### config.mk
export PLATFORM = sky130hd
export DESIGN_NAME = seg7_scan_ctrl
export DESIGN_NICKNAME = d
export VERILOG_FILES = /design/src/rtl/seg7_pkg.sv /design/src/rtl/seg7_hex_decode.sv /design/src/rtl/seg7_scan_ctrl.sv
export SDC_FILE = /design/constraint.sdc
export NUM_CORES = 1
export LEC_CHECK = 0
export ABC_AREA = 0
export CAP_MARGIN = 10
export CORE_MARGIN = 2
export CORE_UTILIZATION = 40
export DETAILED_ROUTE_END_ITERATION = 7
export GPL_ROUTABILITY_DRIVEN = 0
export GPL_TIMING_DRIVEN = 0
export PLACE_DENSITY = 0.66
export SKIP_LAST_GASP = 1
export SLEW_MARGIN = 5
export SYNTH_ARGS = -nofsm -noshare
export SYNTH_HDL_FRONTEND = slang
export SYNTH_SLANG_ARGS = --single-unit
### constraint.sdc
create_clock -name clk_100 -period 4 [get_ports clk_100]
set_input_delay 0.8 -clock clk_100 [delete_from_list [all_inputs] [get_ports clk_100]]
set_output_delay 0.8 -clock clk_100 [all_outputs]
set_load 0.01 [all_outputs]
### src/rtl/seg7_pkg.sv
// seg7_pkg: shared constants, phase type and hex segment table for the scan controller
package seg7_pkg;
    localparam int NUM_DIGITS = 8;
    localparam logic [6:0] SEG_OFF = 7'h7F;
    localparam logic [7:0] AN_OFF = 8'hFF;
    typedef enum logic {PH_BLANK, PH_DRIVE} phase_t;
    localparam logic [6:0] HEX_SEG [16] = '{
        7'h40, 7'h79, 7'h24, 7'h30, 7'h19, 7'h12, 7'h02, 7'h78,
        7'h00, 7'h10, 7'h08, 7'h03, 7'h46, 7'h21, 7'h06, 7'h0E
    };
endpackage

### src/rtl/seg7_hex_decode.sv
// seg7_hex_decode: nibble to active-low {g..a} segment pattern
module seg7_hex_decode
    import seg7_pkg::*;
(
    input  logic [3:0] nib_i,
    output logic [6:0] seg_o
);
    assign seg_o = HEX_SEG[nib_i];
endmodule

### src/rtl/seg7_scan_ctrl.sv
// seg7_scan_ctrl: 8-digit 7-seg scanner with blanking and frame-coherent capture; SEG7_LZB_EN enables leading-zero blanking
module seg7_scan_ctrl
    import seg7_pkg::*;
#(
    parameter int DIV   = 100000,
    parameter int BLANK = 1000
) (
    input  logic        clk_100,
    input  logic        reset,
    input  logic        display_switch,
    input  logic [31:0] value_a,
    input  logic [31:0] value_b,
    output logic [6:0]  seg,
    output logic        dp,
    output logic [7:0]  an
);
    localparam int CW = (DIV > 1) ? $clog2(DIV) : 1;
    localparam logic [CW-1:0] CNT_MAX = CW'(DIV - 1);
    localparam logic [CW-1:0] BLANK_C = CW'(BLANK);
    logic [1:0]    sw_sync_q;
    logic [CW-1:0] cnt_q, cnt_d;
    logic [2:0]    idx_q, idx_d;
    logic [31:0]   snap_q, snap_d;
    logic          src_b_q, src_b_d;
    logic          frame_start, lzb_off, show;
    phase_t        ph;
    logic [3:0]    nib;
    logic [6:0]    hex_seg;
    logic [7:0]    an_q, an_d;
    logic [6:0]    seg_q, seg_d;
    logic          dp_q, dp_d;
    seg7_hex_decode u_dec (.nib_i(nib), .seg_o(hex_seg));
    // next-state: counters, frame capture (forwarded so the first digit of a frame already uses it) and output decode
    always_comb begin
        frame_start = cnt_q == '0 && idx_q == '0;
        cnt_d = cnt_q == CNT_MAX ? '0 : cnt_q + 1'b1;
        idx_d = cnt_q == CNT_MAX ? idx_q + 1'b1 : idx_q;
        snap_d = frame_start ? (sw_sync_q[1] ? value_b : value_a) : snap_q;
        src_b_d = frame_start ? sw_sync_q[1] : src_b_q;
        ph = cnt_q < BLANK_C ? PH_BLANK : PH_DRIVE;
        nib = snap_d[{idx_q, 2'b00} +: 4];
`ifdef SEG7_LZB_EN
        lzb_off = idx_q != '0 && (snap_d >> {idx_q, 2'b00}) == '0;
`else
        lzb_off = 1'b0;
`endif
        show = ph == PH_DRIVE && !lzb_off;
        an_d = show ? ~(8'd1 << idx_q) : AN_OFF;
        seg_d = show ? hex_seg : SEG_OFF;
        dp_d = !(ph == PH_DRIVE && idx_q == '0 && src_b_d);
    end
    // scan state, switch synchronizer and registered pin drivers
    always_ff @(posedge clk_100) begin
        if (reset) begin
            sw_sync_q <= 2'b00;
            cnt_q     <= '0;
            idx_q     <= '0;
            snap_q    <= '0;
            src_b_q   <= 1'b0;
            an_q      <= AN_OFF;
            seg_q     <= SEG_OFF;
            dp_q      <= 1'b1;
        end else begin
            sw_sync_q <= {sw_sync_q[0], display_switch};
            cnt_q     <= cnt_d;
            idx_q     <= idx_d;
            snap_q    <= snap_d;
            src_b_q   <= src_b_d;
            an_q      <= an_d;
            seg_q     <= seg_d;
            dp_q      <= dp_d;
        end
    end
    assign an  = an_q;
    assign seg = seg_q;
    assign dp  = dp_q;
endmodule

==> results of run 1 <==
[cell usage after synthesis (all sizes together) (2+ instances only)]
master	number
o32ai	2
or2	4
and4	2
inv	13
nor4b	2
o22ai	2
a22o	3
nor2	57
or3	3
ha	14
a21oi	28
nand2	27
o21ai	15
nor3	28
nor2b	11
o211ai	2
a311oi	2
xnor2	5
dfxtp	71
nand3	16
clkbuf	18
a31oi	5
mux2i	37
a2111oi	2
xor2	11
mux2	8
buf	5
o221ai	3
[power groups by stage]
stage	registers [uW]	logic (uW)	clock network [uW]
after CTS	756	353	630
after floorplan	769	226	0
after global routing	760	408	662
after global placement	771	340	0
after detailed placement	773	346	0
final	757	370	618
[cell type report]
type,instances,area (um2)
fill,825,3850
multi-input combinational,301,2110
sequential,71,1420
timing repair buffer,89,873
clock buffer,12,165
tap,108,135
buffer,22,101
clock inverter,4,51.3
inverter,13,51.3
[cell families after synthesis]
group / after synthesis / synth area share, %
multiplexers: 45 / 12.6
flip-flops: 71 / 39.0
XOR/XNOR: 16 / 3.84
buffers and inverters: 36 / 4.19
AND/OR/NAND/NOR: 157 / 22.0
AO/OA/AOI/OAI: 69 / 13.5
adder cells (fa/ha/maj): 14 / 4.81
[what timing repair did]
item                                    CTS  global route
hold endpoints to repair                  0             0
setup buffers                             0             7
gates resized for setup                   6            10
endpoints found under the setup margin    7             7
pin swaps                                 1             2
[how the worst min path moves through the flow]
stage,cells past startpoint,to,startpoint
floorplan,1,sw_sync_q[1],sw_sync_q[0]
CTS,1,sw_sync_q[1],sw_sync_q[0]
detailed placement,1,sw_sync_q[1],sw_sync_q[0]
finish,1,sw_sync_q[1],sw_sync_q[0]
global route,1,sw_sync_q[1],sw_sync_q[0]
global placement,1,sw_sync_q[1],sw_sync_q[0]
[per-layer routing]
layer	vias to the layer above	share of wire, %	GRT usage (%)
met5	-	0	0
met4	0	1.5	5.69
met3	14	5.6	3.79
met2	86	47	30.5
met1	1490	46	24.2
li1	1625	-	-
[cells in the final DEF (no fill, tap or decap), drive strengths merged, types with 12 or more instances in the layout]
cell,Yosys,routed
inv,13,14
nor3,28,28
o21ai,15,15
ha,14,14
nand3,16,16
dfxtp,71,71
clkdlybuf4s50,0,82
clkbuf,18,29
nor2,57,57
a21oi,28,28
buf,5,12
mux2i,37,37
nand2,27,27
[metrics by stage]
stage               hold slack (ns)  utilization, %
CTS                           0.452            55.3
global placement              0.422            52.5
floorplan                     0.414               -
finish                        0.445            56.1
global route                  0.464            56.1
detailed placement            0.427            52.5
[registers in the layout, summed over array words and instances, names as in the netlist]
register and flops:
idx_q 3, seg 7, sw_sync_q 2, dp 1, an 8, src_b_q 1
cnt_q 17, snap_q 32
==> results by group, run 1 <==
Run status
  • Result of the run: completed

Placement
  • HPWL reported at the end of detailed placement: 6.80 mm
  • Setup WS pre-CTS: -0.446 ns
  • Placed Cells incl. Taps: 598
  • Placed Instance Area: 4600 um2
  • Port-buffer cells: 82

Synth
  • Sequential-to-total area share from yosys stat: 39.0%
  • Top_reg_cell synth: sky130_fd_sc_hd__dfxtp_1
  • Yosys top cell area share: 39.0%
  • Synth unique cells: 49
  • Number of flops mapped to enable cells by yosys: 0
  • Top area cells in the synthesized netlist: sky130_fd_sc_hd__dfxtp_1 39%, sky130_fd_sc_hd__mux2i_1 10%, sky130_fd_sc_hd__nor2_1 5.8%
  • Post-Syn Nets: 489
  • Syn Inst Count: 408
  • Synth area leader: sky130_fd_sc_hd__dfxtp_1
  • Flip-flop and latch count after synthesis: 71
  • Total of warnings raised by yosys: 0
  • Fraction of synthesis flops using an asynchronous set or reset pin: 0%
  • Netlist area before placement: 3640 um2
  • Mean instance size in the synthesized netlist: 8.93 um2

Cells and area
  • Net count, final: 588
  • Area growth from synthesis to layout: 34.8%
  • Layout Cells excl Fill: 620
  • Number of antenna cells inserted: 0
  • Fraction of layout instances using a drive strength above 1: 12.7%
  • Layout Cell Area excl Fill: 4910 um2

Worst setup path
  • CP startpoint: idx_q[1]
  • Critical path's largest stage delay: 0.57 ns
  • Ordered cell list for the critical path: inv_4 > ha_2 > or4bb_1 > or3_1 > buf_6 > buf_6 > nor3_1 > a21oi_1 > mux2i_1 > o22ai_2 > a31oi_4 > inv_1 > ha_1 > mux2i_1 > nor3_1 > a41oi_1
  • Setup Crit Path Kind: reg -> reg
  • Worst setup path end: seg[3]
  • Worst Reg-to-Reg Cells: 16
  • Stages on the worst setup path: 16
  • Reg2reg setup slack: 0.22 ns
  • Highest-delay cell along the critical path: sky130_fd_sc_hd__or4bb_1
  • Terminus of the critical flop-to-flop path: seg[3]
  • Required time of the critical path: 4.26 ns
  • Count of buffering cells on the critical path with inverters included: 4
  • Cell family contributing the most delay on the critical path: simple AND/OR/NAND/NOR gates
  • Category of the worst setup path launch point: register
  • Type of destination of the critical path: register
  • Arrival time reported for the critical path endpoint: 4.04 ns
  • Crit path max fanout: 10
  • Reg-to-reg startpoint: idx_q[1]

Clocking
  • Later-pin clock latency in the skew report: 0.34 ns
  • CTS tree: built
  • Clk buf depth: 2
  • Register clock-pin slew on the reported worst setup and hold paths: 0.08 ns
  • Library cell used as clock root buffer: sky130_fd_sc_hd__clkbuf_8
  • H-tree levels: 3
  • CTS buffer count: 9
  • Hold Buf Count CTS: 0
  • Count of clock tree sinks: 71

STA
  • Post-layout minimum cycle time: 3.78 ns
  • Layout Skew: 0.0125 ns
  • Period utilization: 94.5%
  • Total count of max-transition violations in the final report: 0
  • # setup viols final: 0
  • Hold Vio Cnt, Final: 0
  • Worst-Margin Slew: 0.710 ns
  • Worst slew slack as a fraction of its limit: 52.6%
  • Final WS setup: 0.218 ns
  • Setup tns final: 0 ns
  • Max frequency: 264 MHz

Floorplan
  • Number of cell rows: 34
  • Number of primary I/O pins: 83
  • Overall die height: 99.5 um
  • Area enclosed by the die boundary: 9890 um2
  • Initial Utilization: 41.6%
  • Core area: 8760 um2
  • Horizontal extent of the die: 99.5 um

Detailed routing
  • Avg Vias per Cell: 5.19
  • Vias after detailed routing: 3215
  • Final wirelength: 9.13 mm
  • First-pass iteration count of the detailed router: 4
  • Initial drt markers: 95
  • DRC violation count after routing: 0
  • ANT nets after route: 0
  • Average routed wire per standard cell: 14.7 um

Pwr
  • Fraction of power consumed by sequential logic: 43.4%
  • Net switching component of the power: 474 uW
  • Largest vdd supply drop: 0.190 mV
  • Net switching share of the total power: 27.2%
  • Pwr Density: 355 nW/um2
  • Combinational group share of total power: 21.2%
  • Total Power Consumption: 1740 uW
  • Relative contribution of the clock network to total power: 35.4%
  • Leakage power: 0.00183 uW
  • Internal power summed over all cells: 1270 uW

Global routing
  • Number of global-route vias before repair: 3080
  • Number of antenna violations at the first check in global routing: 0
  • First-pass GRT wire length: 14.5 mm
  • Maximum number of pins on one net before global-route repair: 13
  • Global-route congestion overflow total: 0
  • Global Route Usage Sum: 18.4%

Worst hold path
  • Worst min path class: reg -> reg

Flow run
  • Max-Cap Viols: 0
(Power assumes the default switching activity.)
==> run 2: changes to the inputs <==
--- a/config.mk
+++ b/config.mk
@@ -6,6 +6,7 @@
 export NUM_CORES = 1
 export LEC_CHECK = 0
 export ABC_AREA = 0
+export ABC_CLOCK_PERIOD_IN_PS = 4000
 export CAP_MARGIN = 10
 export CORE_MARGIN = 2
 export CORE_UTILIZATION = 40
==> results of run 2 <==
Final layout, timing and power as in run 1 (identical DEF).
==> run 3: changes to the inputs <==
--- a/config.mk
+++ b/config.mk
@@ -14,6 +14,7 @@
 export GPL_ROUTABILITY_DRIVEN = 0
 export GPL_TIMING_DRIVEN = 0
 export PLACE_DENSITY = 0.66
+export REMOVE_ABC_BUFFERS = 1
 export SKIP_LAST_GASP = 1
 export SLEW_MARGIN = 5
 export SYNTH_ARGS = -nofsm -noshare
==> results by group, run 3 (synthesis results as in run 1) <==
Pwr
  • Leakage power: 0.00179 uW (-2.4%)
  • Pwr Density: 348 nW/um2 (-1.9%)
  • Largest vdd supply drop: 0.182 mV (-4.5%)
  • Total Power Consumption: 1680 uW (-3.4%)

Floorplan
  • Initial Utilization: 41.6% (unchanged)
  • Horizontal extent of the die: 99.5 um (unchanged)
  • Overall die height: 99.5 um (unchanged)
  • Number of primary I/O pins: 83 (unchanged)
  • Number of cell rows: 34 (unchanged)
  • Core area: 8760 um2 (unchanged)
  • Area enclosed by the die boundary: 9890 um2 (unchanged)

Global routing
  • Global routing usage on met3: 4.50% (+0.70 points)
  • Global Route Usage Sum: 17.4% (-1.1 points)
  • First-pass GRT wire length: 14.0 mm (-3.6%)
  • Most congested layer reported by global routing: met2
  • Met2 track demand over resource in global routing: 29.9% (-0.62 points)
  • Number of antenna violations at the first check in global routing: 0 (unchanged)
  • Maximum number of pins on one net before global-route repair: 42 (+29)
  • Number of global-route vias before repair: 3014 (-2.1%)
  • Met1 Resource Use GR: 21.4% (-2.8 points)
  • Global-route congestion overflow total: 0 (unchanged)

Placement
  • Setup WS pre-CTS: -0.673 ns (-0.228 ns)
  • HPWL reported at the end of detailed placement: 6.14 mm (-9.7%)
  • Port-buffer cells: 82 (unchanged)
  • Placed Instance Area: 4510 um2 (-1.9%)

Worst setup path
  • Worst Reg-to-Reg Cells: 12 (-4)
  • Category of the worst setup path launch point: register
  • Arrival time reported for the critical path endpoint: 4.06 ns (+0.02 ns)
  • CP startpoint: idx_q[0]
  • Type of destination of the critical path: register
  • Crit path max fanout: 16 (+6)
  • Setup Crit Path Kind: reg -> reg
  • Required time of the critical path: 4.28 ns (+0.02 ns)
  • Reg-to-reg startpoint: idx_q[0]

STA
  • # setup viols final: 0 (unchanged)
  • Worst slew slack as a fraction of its limit: 31.3% (-21 points)
  • Post-layout minimum cycle time: 3.78 ns (+0.000156 ns)
  • Period utilization: 94.5% (about the same)
  • Setup tns final: 0 ns (unchanged)
  • Hold Vio Cnt, Final: 0 (unchanged)
  • Final WS setup: 0.218 ns (-0.000156 ns)
  • Worst-Margin Slew: 1.03 ns (+0.317 ns)
  • Max frequency: 264 MHz (about the same)
  • Layout Skew: 0.00834 ns (-0.00417 ns)
  • Total count of max-transition violations in the final report: 0 (unchanged)

Cells and area
  • Highest-count cells in the layout ignoring fill and taps: 81 x sky130_fd_sc_hd__clkdlybuf4s50_1, 68 x sky130_fd_sc_hd__dfxtp_1, 56 x sky130_fd_sc_hd__nor2_1
  • Net count, final: 569 (-3.2%)
  • Flip-flop count of the largest register, all copies and words added: 32 (unchanged)
  • Area growth from synthesis to layout: 32.7%
  • Most common library cell in the layout ignoring fill and taps: sky130_fd_sc_hd__clkdlybuf4s50_1
  • Number of fill cells: 816 (-1.1%)
  • Area of all sequential standard cells: 1430 um2 (+0.44%)
  • Layout Cell Area excl Fill: 4840 um2 (-1.6%)
  • Total area of multi-input combinational cells: 2130 um2 (+0.83%)
  • Largest Register: snap_q
  • Fraction of layout instances using a drive strength above 1: 13.4% (+0.69 points)
  • Number of antenna cells inserted: 0 (unchanged)

Detailed routing
  • Final wirelength: 8.68 mm (-4.9%)
  • ANT nets after route: 0 (unchanged)
  • First-pass iteration count of the detailed router: 4 (unchanged)
  • DRC violation count after routing: 0 (unchanged)
  • Initial drt markers: 148 (+56%)
  • Average routed wire per standard cell: 14.4 um (-1.9%)
  • Avg Vias per Cell: 5.28 (+1.8%)
  • Vias after detailed routing: 3174 (-1.3%)

Worst hold path
  • Worst min path class: reg -> reg
  • Critical hold path startpoint: sw_sync_q[0]
  • Count of cells along the worst hold path: 1 (unchanged)

Clocking
  • Clk buf depth: 2 (unchanged)
  • CTS buffer count: 9 (unchanged)
  • H-tree levels: 3 (unchanged)
  • CTS tree: built
  • Library cell used as clock root buffer: sky130_fd_sc_hd__clkbuf_8
  • Hold Buf Count CTS: 0 (unchanged)
  • Register clock-pin slew on the reported worst setup and hold paths: 0.07 ns (about the same)
  • Count of clock tree sinks: 71 (unchanged)
  • Later-pin clock latency in the skew report: 0.35 ns (about the same)

Run status
  • Result of the run: completed

Flow run
  • Max-Cap Viols: 0 (unchanged)
-- run 3: cell count changes in the layout (fill, tap and decap cells not counted), moves of 2 or more --
cell | previous run | this run
sky130_fd_sc_hd__clkbuf_1 | 16 | 2
sky130_fd_sc_hd__clkbuf_8 | 12 | 9
sky130_fd_sc_hd__dfxtp_1 | 71 | 68
sky130_fd_sc_hd__buf_6 | 2 | 0
sky130_fd_sc_hd__dfxtp_2 | 0 | 2
sky130_fd_sc_hd__or3_4 | 1 | 3
-- run 3: final timing paths --
path,slack [ns],endpoint
setup / recovery,0.22,seg[3]
hold / removal,0.44,sw_sync_q[1]
setup reg to reg,0.22,seg[3]
hold reg to reg,0.44,sw_sync_q[1]
-- run 3: stage by stage --
step           hold slack (ns)  cells  util [%]
2_1_floorplan            0.414    385         -
3_3_place_gp             0.423    575      51.3
3_5_place_dp             0.422    576      51.5
4_1_cts                  0.439    594      54.3
5_1_grt                  0.473    601      55.2
6_report                 0.441    601      55.2
-- run 3: per-layer routing --
layer,vias up,part of all wire (%)
met3,11,6.2
met1,1478,45
met5,-,0
met2,90,48
li1,1595,-
met4,0,1.3
-- run 3: repair_timing --
action | CTS | global route
pin swaps | 1 | 3
buffers inserted | 2 | 6
hold endpoints to repair | 0 | 0
setup endpoints to repair | 7 | 7
resized for setup | 11 | 11
cloned | 0 | 1
-- run 3: power by group --
| part | internal [uW] | leakage, uW | switching [uW] | total [uW] |
|---|---|---|---|---|
| sequential | 744 | 0.000582 | 13.4 | 757 |
| combinational | 188 | 0.00112 | 180 | 368 |
| clock | 288 | 0.0000895 | 272 | 560 |
-- run 3: layout make-up --
cell class / count / share of cell area, %
Multi-Input combinational cell: 302 / 44.1
Sequential cell: 71 / 29.5
Timing Repair Buffer: 91 / 18.5
Tap cell: 108 / 2.79
Clock buffer: 11 / 2.72
Clock inverter: 5 / 1.22
Inverter: 13 / 1.16
-- run 3: critical path, stage by stage (launching register included) --
cell,delay [ns]
sky130_fd_sc_hd__dfxtp_2,0.43
sky130_fd_sc_hd__inv_4,0.14
sky130_fd_sc_hd__ha_1,0.22
sky130_fd_sc_hd__or4bb_4,0.61
sky130_fd_sc_hd__nor3_2,0.43
sky130_fd_sc_hd__a21oi_1,0.16
sky130_fd_sc_hd__o32ai_1,0.55
sky130_fd_sc_hd__nor4b_4,0.11
sky130_fd_sc_hd__a311oi_4,0.43
sky130_fd_sc_hd__buf_4,0.22
sky130_fd_sc_hd__mux2i_1,0.18
sky130_fd_sc_hd__nor3_1,0.06
sky130_fd_sc_hd__a41oi_1,0.17
==> RTL edit (flow settings as in run 1) <==
Remove the register `an_q`: a continuous assignment takes its place, so the output `an` follows one clock earlier.
--- a/src/rtl/seg7_scan_ctrl.sv
+++ b/src/rtl/seg7_scan_ctrl.sv
@@ -59,3 +59,2 @@
             src_b_q   <= 1'b0;
-            an_q      <= AN_OFF;
             seg_q     <= SEG_OFF;
@@ -68,3 +67,2 @@
             src_b_q   <= src_b_d;
-            an_q      <= an_d;
             seg_q     <= seg_d;
@@ -73,2 +71,4 @@
     end
+
+    assign an_q = an_d;
     assign an  = an_q;
Formal check against the unedited RTL: no difference found for any inputs over 10 cycles, from zero or initial values and one cycle with reset high; that may be too few to reach the edited logic, so the function may still have changed.
==> RTL edit against run 1 <==
- final cell count unchanged
- synthesized cell count increased by 1.2%
- sequential cell count decreased by 8
- power decreased by 1.1%
- first-iteration DRC count increased by 72%
- routed wire length increased by 11%
- critical path depth decreased by 4
- area after synthesis decreased by 1.8%
- setup slack got worse by 18 ps
- design area decreased by 1.7%
- non-clock buffer count unchanged
- critical endpoint is now seg[0]$_SDFF_PP1_
==> RTL edit: results (changes against run 1) <==
The number of nets in the synthesized netlist is 494 (+1.0%), and the signed area change from the synthesized netlist to the final layout is 34.96%. The sum of net half-perimeters after detailed placement came out at 7508 µm (+10%). The flow ran to the end, and the final reports show no timing, DRC or antenna violations.

The tightest slew margin relative to the limit is 38.85% (-14 points). The run gives 3382 (+9.8%) as the via count of the first global-routing pass. The tools report the post-CTS setup buffer count as 2 (+2). The run gives 12 (-1) as the pin count of the biggest net entering global routing. The tools report the met1 wire length as 4360 µm (+4.5%). The number of violations reported at the end of detailed-routing iteration 0 was 163 (+72%); the sequential cell area share was 26.14% (-2.8 points). The run gives 13.89 ps (+1.387 ps) as the final worst clock skew. Power consumed by combinational cells: 0.341 mW (-7.8%). Layout cell share with drive strength beyond 1: 11.52% (-1.2 points). The worst stage delay on the critical path works out to 600 ps (+30 ps). In the synthesized netlist, the cells that appear most often are 63 x sky130_fd_sc_hd__dfxtp_1, 35 x sky130_fd_sc_hd__nor2_1, 32 x sky130_fd_sc_hd__o21ai_0.

The portion of the layout cell area used by clock cells works out to 5.285% (+0.88 points). Ranked by total cell area, the synthesized netlist is headed by sky130_fd_sc_hd__dfxtp_1 35%, sky130_fd_sc_hd__mux2i_1 7.3%, sky130_fd_sc_hd__ha_1 4.9%. The tools report the first-pass GRT wire length as 16490 µm (+14%).

The run gives 10100 µm (+11%) as the overall routed net length. The number of ordinary inverters in the final layout came out at 9 (-4). The critical path data arrival time is 4020 ps (-20 ps), and the final-layout clock buffer total is 11 (-1).

The global-route track usage on met3 is 5.177% (+1.4 points), and the area share of buffers outside the clock network is 20.57% (+0.73 points). The run gives 25.81% (+1.6 points) as the met1 routing resource usage after global routing.
RTL edit: cell types whose count changed after synthesis, moves of 5 or more:
cell                      change
sky130_fd_sc_hd__nor3_1       -5
sky130_fd_sc_hd__nor2b_1      +9
sky130_fd_sc_hd__mux2i_1     -11
sky130_fd_sc_hd__nand4_1      +5
sky130_fd_sc_hd__inv_1        -5
sky130_fd_sc_hd__dfxtp_1      -8
sky130_fd_sc_hd__o22ai_1      +5
sky130_fd_sc_hd__o21ai_0     +18
sky130_fd_sc_hd__nor2_1      -21
sky130_fd_sc_hd__a21oi_1      -7
RTL edit: stage by stage:
step	power (mW)	std cells	setup TNS, ps	setup WS, ps
CTS	1.733	621	0	107.1
finish	1.724	620	0	200.2
global placement	1.014	603	-2551	-505.5
detailed placement	1.021	603	-2975	-592.5
global route	1.797	620	0	4.201
floorplan	0.8935	413	0	422.8
RTL edit: worst paths after layout:
path / start / endpoint / slack, ps / cells after the start
setup / recovery: idx_q[0]$_SDFFE_PP0P_ / seg[0]$_SDFF_PP1_ / 200 / 12
hold / removal: sw_sync_q[0]$_SDFF_PP0_ / sw_sync_q[1]$_SDFF_PP0_ / 450 / 1
setup reg to reg: idx_q[0]$_SDFFE_PP0P_ / seg[0]$_SDFF_PP1_ / 200 / 12
hold reg to reg: sw_sync_q[0]$_SDFF_PP0_ / sw_sync_q[1]$_SDFF_PP0_ / 450 / 1
RTL edit: cells by family after synthesis:
group                    synth area share, %
flip-flops                             35.24
multiplexers                           9.476
AO/OA/AOI/OAI                          17.62
buffers and inverters                  5.350
adder cells (fa/ha/maj)                4.895
AND/OR/NAND/NOR                        23.50
XOR/XNOR                               3.916
